<file path="src/rtl/io_uart_fifo.sv">
`default_nettype none
// ============================================================================
// Module   : io_uart_fifo
// Purpose  : Memory-mapped I/O peripheral with a LED register and an 8N1 UART
//            transmitter fed by a TX FIFO. It has a programmable baud divisor
//            and a status register that reports the FIFO level and a sticky
//            overflow flag.
// Ports    : clk_i          - system clock, rising edge
//            reset_i        - asynchronous active-high reset
//            IO_memAddr_i   - byte address, one-hot register select in [5:2]
//            IO_memRData_o  - combinational read data
//            IO_memWData_i  - write data
//            IO_memWr_i     - single-cycle write strobe
//            leds_o         - LED register
//            txd_o          - UART serial output, idle high
// Register map (word-address bit -> register):
//            bit0 LEDS (R/W), bit1 UART_DAT (W), bit2 UART_CTRL (R/W),
//            bit3 BAUD (R/W)
// Revision : 1.0 - initial release
// ============================================================================
module io_uart_fifo #(
  parameter int LED_WIDTH  = 16,
  parameter int FIFO_DEPTH = 16,
  parameter int DIV_RESET  = 868
) (
  input  logic                 clk_i,
  input  logic                 reset_i,
  input  logic [31:0]          IO_memAddr_i,
  output logic [31:0]          IO_memRData_o,
  input  logic [31:0]          IO_memWData_i,
  input  logic                 IO_memWr_i,
  output logic [LED_WIDTH-1:0] leds_o,
  output logic                 txd_o
);

  localparam int          c_AW      = $clog2(FIFO_DEPTH);
  localparam int          c_CW      = c_AW + 1;
  localparam logic [15:0] c_DIV_MIN = 16'd4;

  typedef enum logic [1:0] {
    S_IDLE  = 2'd0,
    S_START = 2'd1,
    S_DATA  = 2'd2,
    S_STOP  = 2'd3
  } tx_state_t;

  // --------------------------------------------------------------------------
  // Register select
  // --------------------------------------------------------------------------
  logic w_sel_leds, w_sel_dat, w_sel_ctrl, w_sel_baud;
  logic w_unused_bits;

  assign w_sel_leds = IO_memAddr_i[2];
  assign w_sel_dat  = IO_memAddr_i[3];
  assign w_sel_ctrl = IO_memAddr_i[4];
  assign w_sel_baud = IO_memAddr_i[5];

  // Address and data bits that no register decodes.
  assign w_unused_bits = ^{IO_memAddr_i, IO_memWData_i};

  // --------------------------------------------------------------------------
  // State
  // --------------------------------------------------------------------------
  logic [LED_WIDTH-1:0] r_leds;
  logic [15:0]          r_div;
  logic                 r_ovf;
  logic [7:0]           r_mem [FIFO_DEPTH];
  logic [c_AW-1:0]      r_wr_ptr, r_rd_ptr;
  logic [c_CW-1:0]      r_count;

  tx_state_t            r_state, w_state_next;
  logic [15:0]          r_div_cnt;
  logic [15:0]          r_frame_div;
  logic [2:0]           r_bit_idx;
  logic [7:0]           r_shift;

  logic w_empty, w_full, w_active;
  logic w_dat_wr, w_push, w_pop, w_ovf_set, w_ovf_clr;
  logic w_bit_end, w_txd;
  logic [15:0] w_baud_val;

  assign w_empty   = (r_count == '0);
  // Full is judged on the count before the edge; a pop on the same edge
  // does not free a slot for the incoming byte.
  assign w_full    = (r_count == c_CW'(FIFO_DEPTH));
  assign w_active  = (r_state != S_IDLE);

  assign w_dat_wr  = IO_memWr_i & w_sel_dat;
  assign w_push    = w_dat_wr & ~w_full;
  assign w_ovf_set = w_dat_wr &  w_full;
  assign w_ovf_clr = IO_memWr_i & w_sel_ctrl & IO_memWData_i[3];

  assign w_baud_val = (IO_memWData_i[15:0] < c_DIV_MIN) ? c_DIV_MIN
                                                         : IO_memWData_i[15:0];

  assign w_bit_end = (r_div_cnt == (r_frame_div - 16'd1));

  // --------------------------------------------------------------------------
  // Software-visible registers
  // --------------------------------------------------------------------------
  always_ff @(posedge clk_i or posedge reset_i) begin
    if (reset_i) begin
      r_leds <= '0;
      r_div  <= 16'(DIV_RESET);
      r_ovf  <= 1'b0;
    end else begin
      if (IO_memWr_i && w_sel_leds) r_leds <= IO_memWData_i[LED_WIDTH-1:0];
      if (IO_memWr_i && w_sel_baud) r_div  <= w_baud_val;
      // A dropped byte on the same edge as a clear keeps the flag set.
      if (w_ovf_set)      r_ovf <= 1'b1;
      else if (w_ovf_clr) r_ovf <= 1'b0;
    end
  end

  assign leds_o = r_leds;

  // --------------------------------------------------------------------------
  // TX FIFO
  // --------------------------------------------------------------------------
  always_ff @(posedge clk_i) begin
    if (w_push) r_mem[r_wr_ptr] <= IO_memWData_i[7:0];
  end

  always_ff @(posedge clk_i or posedge reset_i) begin
    if (reset_i) begin
      r_wr_ptr <= '0;
      r_rd_ptr <= '0;
      r_count  <= '0;
    end else begin
      if (w_push) r_wr_ptr <= r_wr_ptr + 1'b1;
      if (w_pop)  r_rd_ptr <= r_rd_ptr + 1'b1;
      case ({w_push, w_pop})
        2'b10:   r_count <= r_count + 1'b1;
        2'b01:   r_count <= r_count - 1'b1;
        default: r_count <= r_count;
      endcase
    end
  end

  // --------------------------------------------------------------------------
  // TX FSM
  // --------------------------------------------------------------------------
  always_ff @(posedge clk_i or posedge reset_i) begin
    if (reset_i) r_state <= S_IDLE;
    else         r_state <= w_state_next;
  end

  always_comb begin
    w_state_next = r_state;
    w_pop        = 1'b0;
    w_txd        = 1'b1;
    case (r_state)
      S_IDLE: begin
        if (!w_empty) begin
          w_pop        = 1'b1;
          w_state_next = S_START;
        end
      end
      S_START: begin
        w_txd = 1'b0;
        if (w_bit_end) w_state_next = S_DATA;
      end
      S_DATA: begin
        w_txd = r_shift[0];
        if (w_bit_end && (r_bit_idx == 3'd7)) w_state_next = S_STOP;
      end
      S_STOP: begin
        // Back-to-back frames: the next byte starts without an idle bit.
        if (w_bit_end) begin
          if (!w_empty) begin
            w_pop        = 1'b1;
            w_state_next = S_START;
          end else begin
            w_state_next = S_IDLE;
          end
        end
      end
      default: w_state_next = S_IDLE;
    endcase
  end

  // Frame datapath. The divisor is captured at frame start so that a BAUD
  // write mid-frame only affects the following frame.
  always_ff @(posedge clk_i or posedge reset_i) begin
    if (reset_i) begin
      r_div_cnt   <= '0;
      r_frame_div <= 16'(DIV_RESET);
      r_bit_idx   <= '0;
      r_shift     <= '0;
    end else if (w_pop) begin
      r_shift     <= r_mem[r_rd_ptr];
      r_frame_div <= r_div;
      r_div_cnt   <= '0;
      r_bit_idx   <= '0;
    end else if (r_state != S_IDLE) begin
      if (w_bit_end) begin
        r_div_cnt <= '0;
        if (r_state == S_DATA) begin
          r_shift   <= {1'b0, r_shift[7:1]};
          r_bit_idx <= r_bit_idx + 3'd1;
        end
      end else begin
        r_div_cnt <= r_div_cnt + 16'd1;
      end
    end
  end

  assign txd_o = w_txd;

  // --------------------------------------------------------------------------
  // Read mux: lowest selected bit wins; UART_DAT is write-only.
  // --------------------------------------------------------------------------
  always_comb begin
    IO_memRData_o = 32'd0;
    if (w_sel_leds) begin
      IO_memRData_o = 32'(r_leds);
    end else if (w_sel_dat) begin
      IO_memRData_o = 32'd0;
    end else if (w_sel_ctrl) begin
      IO_memRData_o = {8'd0, 8'(r_count), 6'd0, w_full, 5'd0,
                       r_ovf, w_full, w_empty, w_active};
    end else if (w_sel_baud) begin
      IO_memRData_o = {16'd0, r_div};
    end
  end

`ifdef BENCH
  always @(posedge clk_i) begin
    if (w_push) begin
      $write("%c", IO_memWData_i[7:0]);
    end
  end
`endif

endmodule
`default_nettype wire

</file>
<file path="config.mk">
export PLATFORM = sky130hd
export DESIGN_NAME = io_uart_fifo
export DESIGN_NICKNAME = d
export VERILOG_FILES = /design/src/rtl/io_uart_fifo.sv
export SDC_FILE = /design/constraint.sdc
export NUM_CORES = 1
export LEC_CHECK = 0
export CELL_PAD_IN_SITES_DETAIL_PLACEMENT = 1
export CELL_PAD_IN_SITES_GLOBAL_PLACEMENT = 1
export CORE_ASPECT_RATIO = 0.6
export CORE_MARGIN = 5
export CORE_UTILIZATION = 50
export DETAILED_ROUTE_END_ITERATION = 10
export HOLD_SLACK_MARGIN = 0.08
export PLACE_DENSITY = 0.95
export SLEW_MARGIN = 10
export SYNTH_ARGS = -nofsm -noshare
export SYNTH_HDL_FRONTEND = slang
export SYNTH_SLANG_ARGS = --single-unit
</file>
<file path="constraint.sdc">
create_clock -name clk_i -period 6.58 [get_ports clk_i]
set_input_delay 1.316 -clock clk_i [delete_from_list [all_inputs] [get_ports clk_i]]
set_output_delay 1.316 -clock clk_i [all_outputs]
set_load 0.05 [all_outputs]
</file>
Word-level counts from Yosys, hierarchy flattened

Memory sizes are Yosys's and may differ from the RTL's.
Cells that the tools add are included.

Register bits: 91
RAM bits: 128
Input port bits: 67
Output and inout port bits: 49
Word-level logic and storage cells: 82
Memories: 1

Memories:

| memory | depth | bits a word | rd ports | clocked after Yosys merged registers in | write ports | line | source |
|---|---|---|---|---|---|---|---|
| r_mem  | 16    | 8           | 1        | 0                                       | 1           | 67   | `logic [7:0] r_mem [FIFO_DEPTH];` |

Add/subtract/negate cells: 7
Order comparisons: 1
Equal/unequal tests: 12
Mux-type cells: 31
Bitwise operators: 6
Reductions and logical operators: 13

Operator list:

| kind                  | number |
|---|---|
| $mux 16               | 5 |
| $mux 21               | 3 |
| $mux 8                | 4 |
| $add 16x1->16 const B | 1 |
| $eq 16x16->1          | 1 |
| $lt 16x3->1 const B   | 1 |
| $sub 16x1->16 const B | 1 |
| $mux 3                | 4 |
| $reduce_bool 2->1     | 6 |
| $pmux 5 s2            | 1 |
| $add 4x1->4 const B   | 2 |
| $mux 2                | 4 |
| $ne 2x2->1 const B    | 4 |
| $pmux 2 s4            | 1 |
| $mux 1                | 7 |
| $eq 2x2->1 const B    | 3 |
| $add 5x1->5 const B   | 1 |
| $and 1x1->1           | 5 |
| $eq 5x5->1 const B    | 1 |
| $logic_not 5->1       | 1 |
| $sub 5x1->5 const B   | 1 |
| $eq 2x1->1 const B    | 2 |
| $pmux 1 s2            | 2 |
| $reduce_and 4->1      | 1 |
| 6 further kinds       | 8 |

Logic depth before layout (Yosys ltp)

Gate-level depths: netlist (run 1).

Depth after elaboration: 6
Depth in mapped cells: 21
Depth with buffers taken out: 18

Least setup slack after synthesis (run 1)

No wires, ideal clock.

Path kind: register -> register
Start point: register r_frame_div[0]
End point: register r_count[4]
Setup time: 129 ps
Arrival time: 3795 ps
Required time: 6451 ps
Path slack: 2656 ps
Stages on the path, launching flop included: 22
Path buffers: 3
Period minus slack after synthesis: 3924 ps
Cell sequence: dfrtp_1 inv_1 ha_1 buf_2 nor4b_4 nand4_1 xnor2_1 a311o_1 o2111a_1 a22oi_1 inv_2 buf_2 ha_1 clkbuf_1 xor2_1 ha_1 a21o_1 nand2_1 a21oi_1 a211oi_1 nor2_1 xor2_1

Longest elaborated chain between the ends: 6
Elaborated cells between the ends (all ways): 8
Those cells by class: add/sub: 1; eq/ne: 3; mux: 3; reduce/logical: 1

Ends and longest elaborated chain:

| item                                                   | line | source |
|---|---|---|
| start: declaration                                     | 73   | `logic [15:0] r_frame_div;` |
| start signal: assignment                               | 187  | `r_frame_div <= 16'(DIV_RESET);` |
| start signal: assignment                               | 192  | `r_frame_div <= r_div;` |
| $sub 16x1->16 (*)                                      | 96   | `assign w_bit_end = (r_div_cnt == (r_frame_div - 16'd1));` |
| $eq 16x16->1 (*)                                       | 96   |  |
| $mux 1 (*)                                             | 169  | `if (w_bit_end) begin` |
| $pmux 1 s2 (*)                                         | 152  | `case (r_state)` |
| $eq 2x1->1 / $eq 2x2->1 (equally long branches)        | 132  | `case ({w_push, w_pop})` |
| $pmux 5 s2 / $reduce_bool 2->1 (equally long branches) | -    |  |
| end signal: assignment                                 | 133  | `2'b10: r_count <= r_count + 1'b1;` |
| end signal: assignment                                 | 134  | `2'b01: r_count <= r_count - 1'b1;` |
| end signal: assignment                                 | 135  | `default: r_count <= r_count;` |
| end: declaration                                       | 69   | `logic [c_CW-1:0] r_count;` |

Every way passes the cells marked *; elsewhere a longest branch is shown, timed or not.
A chain may end at the register's enable or synchronous reset.

Worst setup path after layout (run 1)

Start point: input IO_memAddr_i[4]
End point: output IO_memRData_o[3]

Longest elaborated chain between the ends: 3

Ends and longest elaborated chain:

| item               | line | source |
|---|---|---|
| start: declaration | 28   | `input logic [31:0] IO_memAddr_i,` |
| $mux 21            | 219  | `end else if (w_sel_ctrl) begin` |
| $mux 21            | 217  | `end else if (w_sel_dat) begin` |
| $mux 21            | 215  | `if (w_sel_leds) begin` |
| end: declaration   | 29   | `output logic [31:0] IO_memRData_o,` |

No other way between the ends.

==> results of run 1 <==
## cells in the mapped netlist (3+ instances only)
cell      count
nor2_1       42
and3_1       14
nand4_1       6
buf_2         7
mux2_2       41
and4_1        3
xor2_1       14
a21o_1        6
mux2i_1      12
nand2b_1      5
o211ai_1      6
dfrtp_1      81
clkbuf_1     17
a22o_1       18
nor2b_1      13
a22oi_1       3
o21a_1        7
mux4_2       40
a211oi_1      4
nand2_1      51
inv_1        12
nor4_1        4
nand3_1      10
dfstp_2      10
or3_1         4
a21oi_1      15
buf_1         8
o21ai_0      10
buf_4        11
and2_1        4
xnor2_1      22
ha_1         16
nor3_1       11
a31oi_1       3
edfxtp_1    128
## critical path, cell delays in order
cell and delay (ns):
clkdlybuf4s50_1 0.63, nor2b_1 0.29, and2_1 0.67, a32oi_1 0.17, nand2_1 0.16, clkdlybuf4s50_1 0.82
## worst paths after layout
check | endpoint | slack, ns
worst max register to register | r_count[4] | 1.64
min in group asynchronous | r_count[1] | 1.25
worst min-delay path | r_frame_div[9] | 0.48
max in group asynchronous | r_rd_ptr[1] | 4.23
worst min register to register | r_frame_div[9] | 0.48
worst max-delay path | IO_memRData_o[3] | 1.20
## cells by family (layout without fill, tap and decap cells)
kind of cell	count (synthesis)	count (layout)	synth area share (%)
AO/OA/AOI/OAI	92	92	6.877
XOR/XNOR	36	36	3.145
adder cells (fa/ha/maj)	16	16	1.997
buffers and inverters	58	124	2.821
flip-flops	219	219	61.18
multiplexers	93	93	14.79
other	1	12	0.03741
AND/OR/NAND/NOR	180	180	9.149
## per-layer routing
metal / up-vias / wire length (µm) / part of all wire, % / track usage (%)
li1: 2728 / - / - / -
met1: 3397 / 12140 / 42 / 36.22
met2: 347 / 13190 / 46 / 38.86
met3: 61 / 2665 / 9.3 / 6.570
met4: 0 / 726 / 2.5 / 6.857
met5: - / 0 / 0 / 0
## state kept, by name, indices dropped and copies added (netlist names)
signal       count
leds_o          16
r_bit_idx        3
r_count          5
r_div           16
r_div_cnt       16
r_frame_div     16
r_mem          128
r_ovf            1
r_rd_ptr         4
r_shift          8
r_state          2
r_wr_ptr         4
## power by group
| part | leakage, µW | internal [µW] | switching, µW |
|---|---|---|---|
| Clock | 0.000332 | 691 | 528 |
| Sequential | 0.00225 | 1680 | 331 |
| Combinational | 0.00168 | 741 | 974 |
## through the flow
step / total power [µW] / worst slack [ns]
6_report: 4948 / 1.203
3_5_place_dp: 3686 / 1.323
4_1_cts: 4931 / 1.301
2_1_floorplan: 3146 / 2.656
3_3_place_gp: 3529 / 1.455
5_1_grt: 5156 / 1.085
## area by class of cell
cell class                      count  area, µm²  area share (%)
Clock buffer                       26      564.3           4.881
Antenna cell                        1      2.502         0.02164
Timing Repair Buffer               73      698.2           6.039
Sequential cell                   219       6136           53.07
Multi-Input combinational cell    428       3651           31.58
Tap cell                          273      341.6           2.955
Inverter                           13      51.30          0.4437
Clock inverter                     12      116.4           1.006
==> metrics list, run 1 <==
* Number of nets still failing antenna checks after routing: 0
* Largest clock skew in the final design: between 0.015 and 0.02 ns
- Clock Latency Late Sink: 0.52 ns
* Type of destination of the critical path: output pin
- The worst setup path is launched from a primary input.
- Status: finished clean
* Setup TNS Final: 0 ns
- IR analysis of the VDD net gives a maximum drop of 0.2125 mV.
* Die height: roughly 120 µm
* Routed WL per cell: 27.48 µm
* WL final: 28,720 µm
* Remaining DRCs: 0
- Vias in the first global route: a little over 7,000
- Entering global routing, the biggest net connects 48 pins.
* Violation count after the first detailed-routing iteration: 592
* Most used cells in the layout excluding fill and tap cells: edfxtp_1, dfrtp_1, clkdlybuf4s50_1, nand2_1, nor2_1
- Final standard cell utilization of the core: approximately three fifths
- Vias: 6,533
- Placed cell areas: around 11,000 µm²
- Clock tree buffer depth: 3
- In this run, distinct cell masters in the synthesized netlist total 63.
- Tot GR Track Use: 25.34%
* Mapped cell area: 10,020 µm²
- Cells after DPL: between 1,000 and 1,500
* TritonCTS clock tree: built
- For this run, the number of Yosys warnings is 0.
- In this run, synthesis inferred ~130 flip-flops with an integrated enable.
* Worst hold path cell count: 2
* Number of top-level pins: 116
- Post-synthesis cell type with the largest combined area: edfxtp_1
- Setup Fix Bufs, Post-CTS: 0
- First-pass iteration count of the detailed router: 5
- Total clock buffers created by CTS: 21
- Share of synthesized area occupied by flip-flops and latches: 61.18%
- Summed over its instances, the top area cell type makes up 38.34% of the synthesized netlist area.
- Number of nets at the end of the flow: 839
* Final setup viols: 0
* Final Hold Viols: 0
- Cells with a size suffix above 1 make up 19.33% of the layout.
- Die footprint: 23,070 µm²
- In the post-synthesis netlist, the biggest area contributors are edfxtp_1, dfrtp_1, mux4_2.
* Top fanout value on the critical path: 13
- The layout has 1,885 filler cells.
- Gate Count Post-Synth: between 600 and 700
* Unrepaired setup endpoints after global routing: no
* Final period utilization: 81.72%
* Beginning of the worst hold path: r_div[9]
- Category of the most critical setup path: in -> out
- Final Max Slew Viols: 0
- Required time at the endpoint of the critical path: 5.26 ns
- In this run, post-CTS repair resized a total of 0 instances.
- After floorplanning, the core was divided into 40 placement rows.
* Total power divided by cell area: 428.0 nW/µm²
- Crit path from: IO_memAddr_i[4]
- The initial utilization of the core area, before any placement, comes to 50.45%.
- The first global-routing pass estimated 44,280 µm of wire.
* Endpoint arrival time on the critical path: 4.06 ns
- The worst hold path belongs to the class reg -> reg.
- Async SR Flop Fraction: 41.55%
- Count of buffers from port buffering: 60
- Total global routing overflow: 0
- At the pin with the least slew margin, the transition time is 1.043 ns.
- The worst pin sits at a relative slew slack of between 30 and 40%.
* Horizontal die dimension: 192.8 µm
- Number of synthesized register bits: ~220
- Final HPWL from detailed placement: 19,420 µm
- R2r worst-path depth: 18
- From synthesis to final layout, the design area changed by 15.33%.
- Maximum level of the CTS H-tree: 1
- Achievable clock frequency: approximately 0.19 GHz
- Excluding fillers, the count of instances in the completed layout stands at 1,045.
* Antenna violations before repair: 0
- For the finished layout, the period the worst path requires is ~5.4 ns.
* Via/cell ratio: 6.252
* Clock transition at the registers of the reported paths: ~0.06 ns
* Final RePlAce weighted congestion: 0.8796
- The average instance in the mapped netlist occupies 14.42 µm².
* Maximum Capacitance Violations: 0
* Final design instance area without fill: 11,560 µm²
- RR Startpoint: r_frame_div[0]
* Lkg Pwr: roughly 0.0043 µW
- Predominant post-synthesis flop cell: edfxtp_1
- Clock Tree Root: clkbuf_16
- In this run the standard cell core region covers 19,870 µm².
* Most frequent standard cell in the layout excluding fill and tap cells: edfxtp_1
- For this design, the CTS-stage hold fixing added 0 buffers.
- Hold is met by 0.4813 ns.
- For this design, the sink count on the clock tree is 219.
No activity file was read; power rests on OpenSTA's default activity.
==> run 2, diff against run 1 <==
--- a/config.mk
+++ b/config.mk
@@ -9,10 +9,10 @@
 export CELL_PAD_IN_SITES_GLOBAL_PLACEMENT = 1
 export CORE_ASPECT_RATIO = 0.6
 export CORE_MARGIN = 5
-export CORE_UTILIZATION = 50
+export CORE_UTILIZATION = 47
 export DETAILED_ROUTE_END_ITERATION = 10
 export HOLD_SLACK_MARGIN = 0.08
-export PLACE_DENSITY = 0.95
+export PLACE_DENSITY = 0.9
 export SLEW_MARGIN = 10
 export SYNTH_ARGS = -nofsm -noshare
 export SYNTH_HDL_FRONTEND = slang
==> constraint.sdc (replaced) <==
create_clock -name clk_i -period 5.6 [get_ports clk_i]
set_input_delay 1.12 -clock clk_i [delete_from_list [all_inputs] [get_ports clk_i]]
set_output_delay 1.12 -clock clk_i [all_outputs]
set_load 0.05 [all_outputs]
==> run 2 against run 1 <==
Against the previous run: critical endpoint is now IO_memRData_o[11]; largest cell class unchanged; sequential cell count is the same; sequential power grew 17%; clock-buffer cell count is 5 higher.
==> metrics list, run 2 (same netlist as run 1, synthesis figures left out) <==
- Vias in the first global route: 6,847 (-3.5%)
- Share of final-layout standard cells stronger than drive strength 1: 19.04% (-0.28 points)
- The power density relative to cell area is 494.8 nW/µm² (+16%).
- Most frequent standard cell in the layout excluding fill and tap cells: edfxtp_1
- Endpoint arrival time on the critical path: 3.65 ns (-0.41 ns)
- The area growth from synthesis to layout is 15.18%.
- Final design instance area without fill: 11,550 µm² (-0.13%)
- The worst setup path is captured at an output pin.
- Lkg Pwr: 0.004257 µW (-0.20%)
- Cell breakdown of the critical path: clkdlybuf4s50_1, nor2b_1, and2_1, a22o_1, clkdlybuf4s50_1
* Unrepaired setup endpoints after global routing: no
* Floorplan row count: 41 (+2.5%)
- The post-cts repair resize count was 0 (unchanged).
- The required time of the worst setup path was 4.48 ns (-0.78 ns).
- The cell count after placement came to 1,013 (+0.70%).
* Final RePlAce weighted congestion: 0.8482 (-3.6%)
* Max_slew headroom: 33.15% (+3.0 points)
- Reg with most FFs: r_mem
* Vias: 6,449 (-1.3%)
- WL final: 26,870 µm (-6.4%)
- Achievable clock frequency: 0.2097 GHz
- Critical Path Source Type: primary input
* Total clock buffers created by CTS: 21 (unchanged)
- Top routing layer in use: met4
- Largest register FFs: 128 (unchanged)
- Wire length of the first global-routing pass: 42,080 µm (-5.0%)
- Setup Fix Bufs, Post-CTS: 0 (unchanged)
- Horizontal die dimension: 198.5 µm (+3.0%)
- Largest net degree at the start of global routing: 74 (+54%)
- Count of antenna diodes in the layout: 0 (-1)
- Tightest Hold Check Type: reg -> reg
- The register clock-pin slew on the reported worst setup and hold paths is 0.07 ns (about the same).
* Core Area: 20,980 µm² (+5.6%)
- Tot GR Track Use: 22.66% (-2.7 points)
- The final cell count without fillers was 1,051 (+0.57%).
- Via/cell ratio: 6.136 (-1.8%)
* Die height: 123.1 µm (+2.9%)
- The final count of negative-setup-slack endpoints came to 0 (unchanged).
- Number of nets still failing antenna checks after routing: 0 (unchanged)
- Cell with the most instances on the worst path: clkdlybuf4s50_1
- The overflow left after global routing is 0 (unchanged).
* Number of top-level pins: 116 (unchanged)
* Die footprint: 24,450 µm² (+5.9%)
- Top fanout value on the critical path: 13 (unchanged)
* Met3 routed wirelength: 2170 µm (-19%)
- Count of buffers from port buffering: 60 (unchanged)
- The number of nets at the end of the flow is 840 (+0.12%).
- Status: finished clean
- Critical path's slowest cell: clkdlybuf4s50_1
- In the layout the commonest cells are edfxtp_1, dfrtp_1, clkdlybuf4s50_1, nand2_1, nor2_1.
* Period minus WS final: 4.769 ns
* Routed met1 length: 12,020 µm (-0.97%)
- The maximum buffer depth of the clock tree came to 3 (unchanged).
- The number of H-tree branching levels came to 1 (unchanged).
* Setup TNS Final: 0 ns (unchanged)
* Final standard cell utilization of the core: 55.03% (-3.2 points)
- The count of max-cap constraint violations was 0 (unchanged).
- The initial antenna violation count is 1 (+1).
- By startpoint and endpoint, the worst setup path is classified as in -> out.
- Placed cell areas: 10,890 µm² (+0.14%)
- First-pass iteration count of the detailed router: 4 (-1)
* Clock Latency Late Sink: 0.51 ns (about the same)
- Final period utilization: 85.16%
- Final Max Slew Viols: 0 (unchanged)
- The number of clock sinks came to 219 (unchanged).
* Final HPWL from detailed placement: 18,010 µm (-7.3%)
* Worst hold margin: 0.4919 ns (+0.01066 ns)
- Clock Tree Root: clkbuf_16
- Slowest stage delay, CP: 0.84 ns (+0.02 ns)
* CTS hold repair buffers: 0 (unchanged)
* Starting utilization of the core area: 47.78% (-2.7 points)
- The detailed-route wire length per cell is 25.57 µm (-7.0%).
- Final Hold Viols: 0 (unchanged)
- Met2 wirelength from detailed routing: 12,040 µm (-8.7%)
* TritonCTS clock tree: built
* Remaining DRCs: 0 (unchanged)
- Violation count after the first detailed-routing iteration: 607 (+2.5%)
- Transition time at the pin with the least slew margin: 0.9991 ns (-0.04411 ns)
- The worst voltage drop across the vdd grid was 0.2656 mV (+25%).
- Largest clock skew in the final design: 0.01845 ns (-0.0006079 ns)
## run 2: worst paths after layout
check	start	endpoint	slack (ns)	cells past startpoint
worst max-delay path	IO_memAddr_i[4]	IO_memRData_o[11]	0.83	5
worst min-delay path	r_div[8]	r_frame_div[8]	0.49	2
worst max register to register	r_frame_div[0]	r_count[4]	1.04	18
worst min register to register	r_div[8]	r_frame_div[8]	0.49	2
min in group asynchronous	reset_i	r_count[1]	1.17	2
max in group asynchronous	reset_i	r_rd_ptr[1]	3.56	3
## run 2: through the flow
| step | power [µW] | worst slack [ns] |
|---|---|---|
| after floorplan | 3697 | 1.676 |
| after global placement | 4161 | 0.9719 |
| after detailed placement | 4296 | 0.9059 |
| after CTS | 5714 | 0.8308 |
| after global routing | 5998 | 0.6803 |
| final | 5713 | 0.8313 |
## run 2: area by class of cell
type                       instances  area, µm²
multi-input combinational        428       3651
tap                              279      349.1
clock inverter                     7      66.31
clock buffer                      31      586.8
fill                            2031       9435
inverter                          13      51.30
sequential                       219       6136
timing repair buffer              74      705.7
## run 2: power breakdown
part | internal (µW) | switching, µW | total, µW | leakage [µW]
clock | 776 | 610 | 1390 | 0.000319
combinational | 874 | 1100 | 1980 | 0.00169
sequential | 1980 | 370 | 2350 | 0.00225
## run 2: worst max-delay path, delay by kind of cell
family | cells | cell delay, ns
buf+inv | 2 | 1.46
compound gates | 1 | 0.25
simple gates | 2 | 0.81
## run 2: layer usage
layer  global-route usage, %  up-vias
met5                       0        -
met4                   5.209        0
met3                   4.739       45
li1                        -     2743
met2                   34.60      274
met1                   33.89     3387
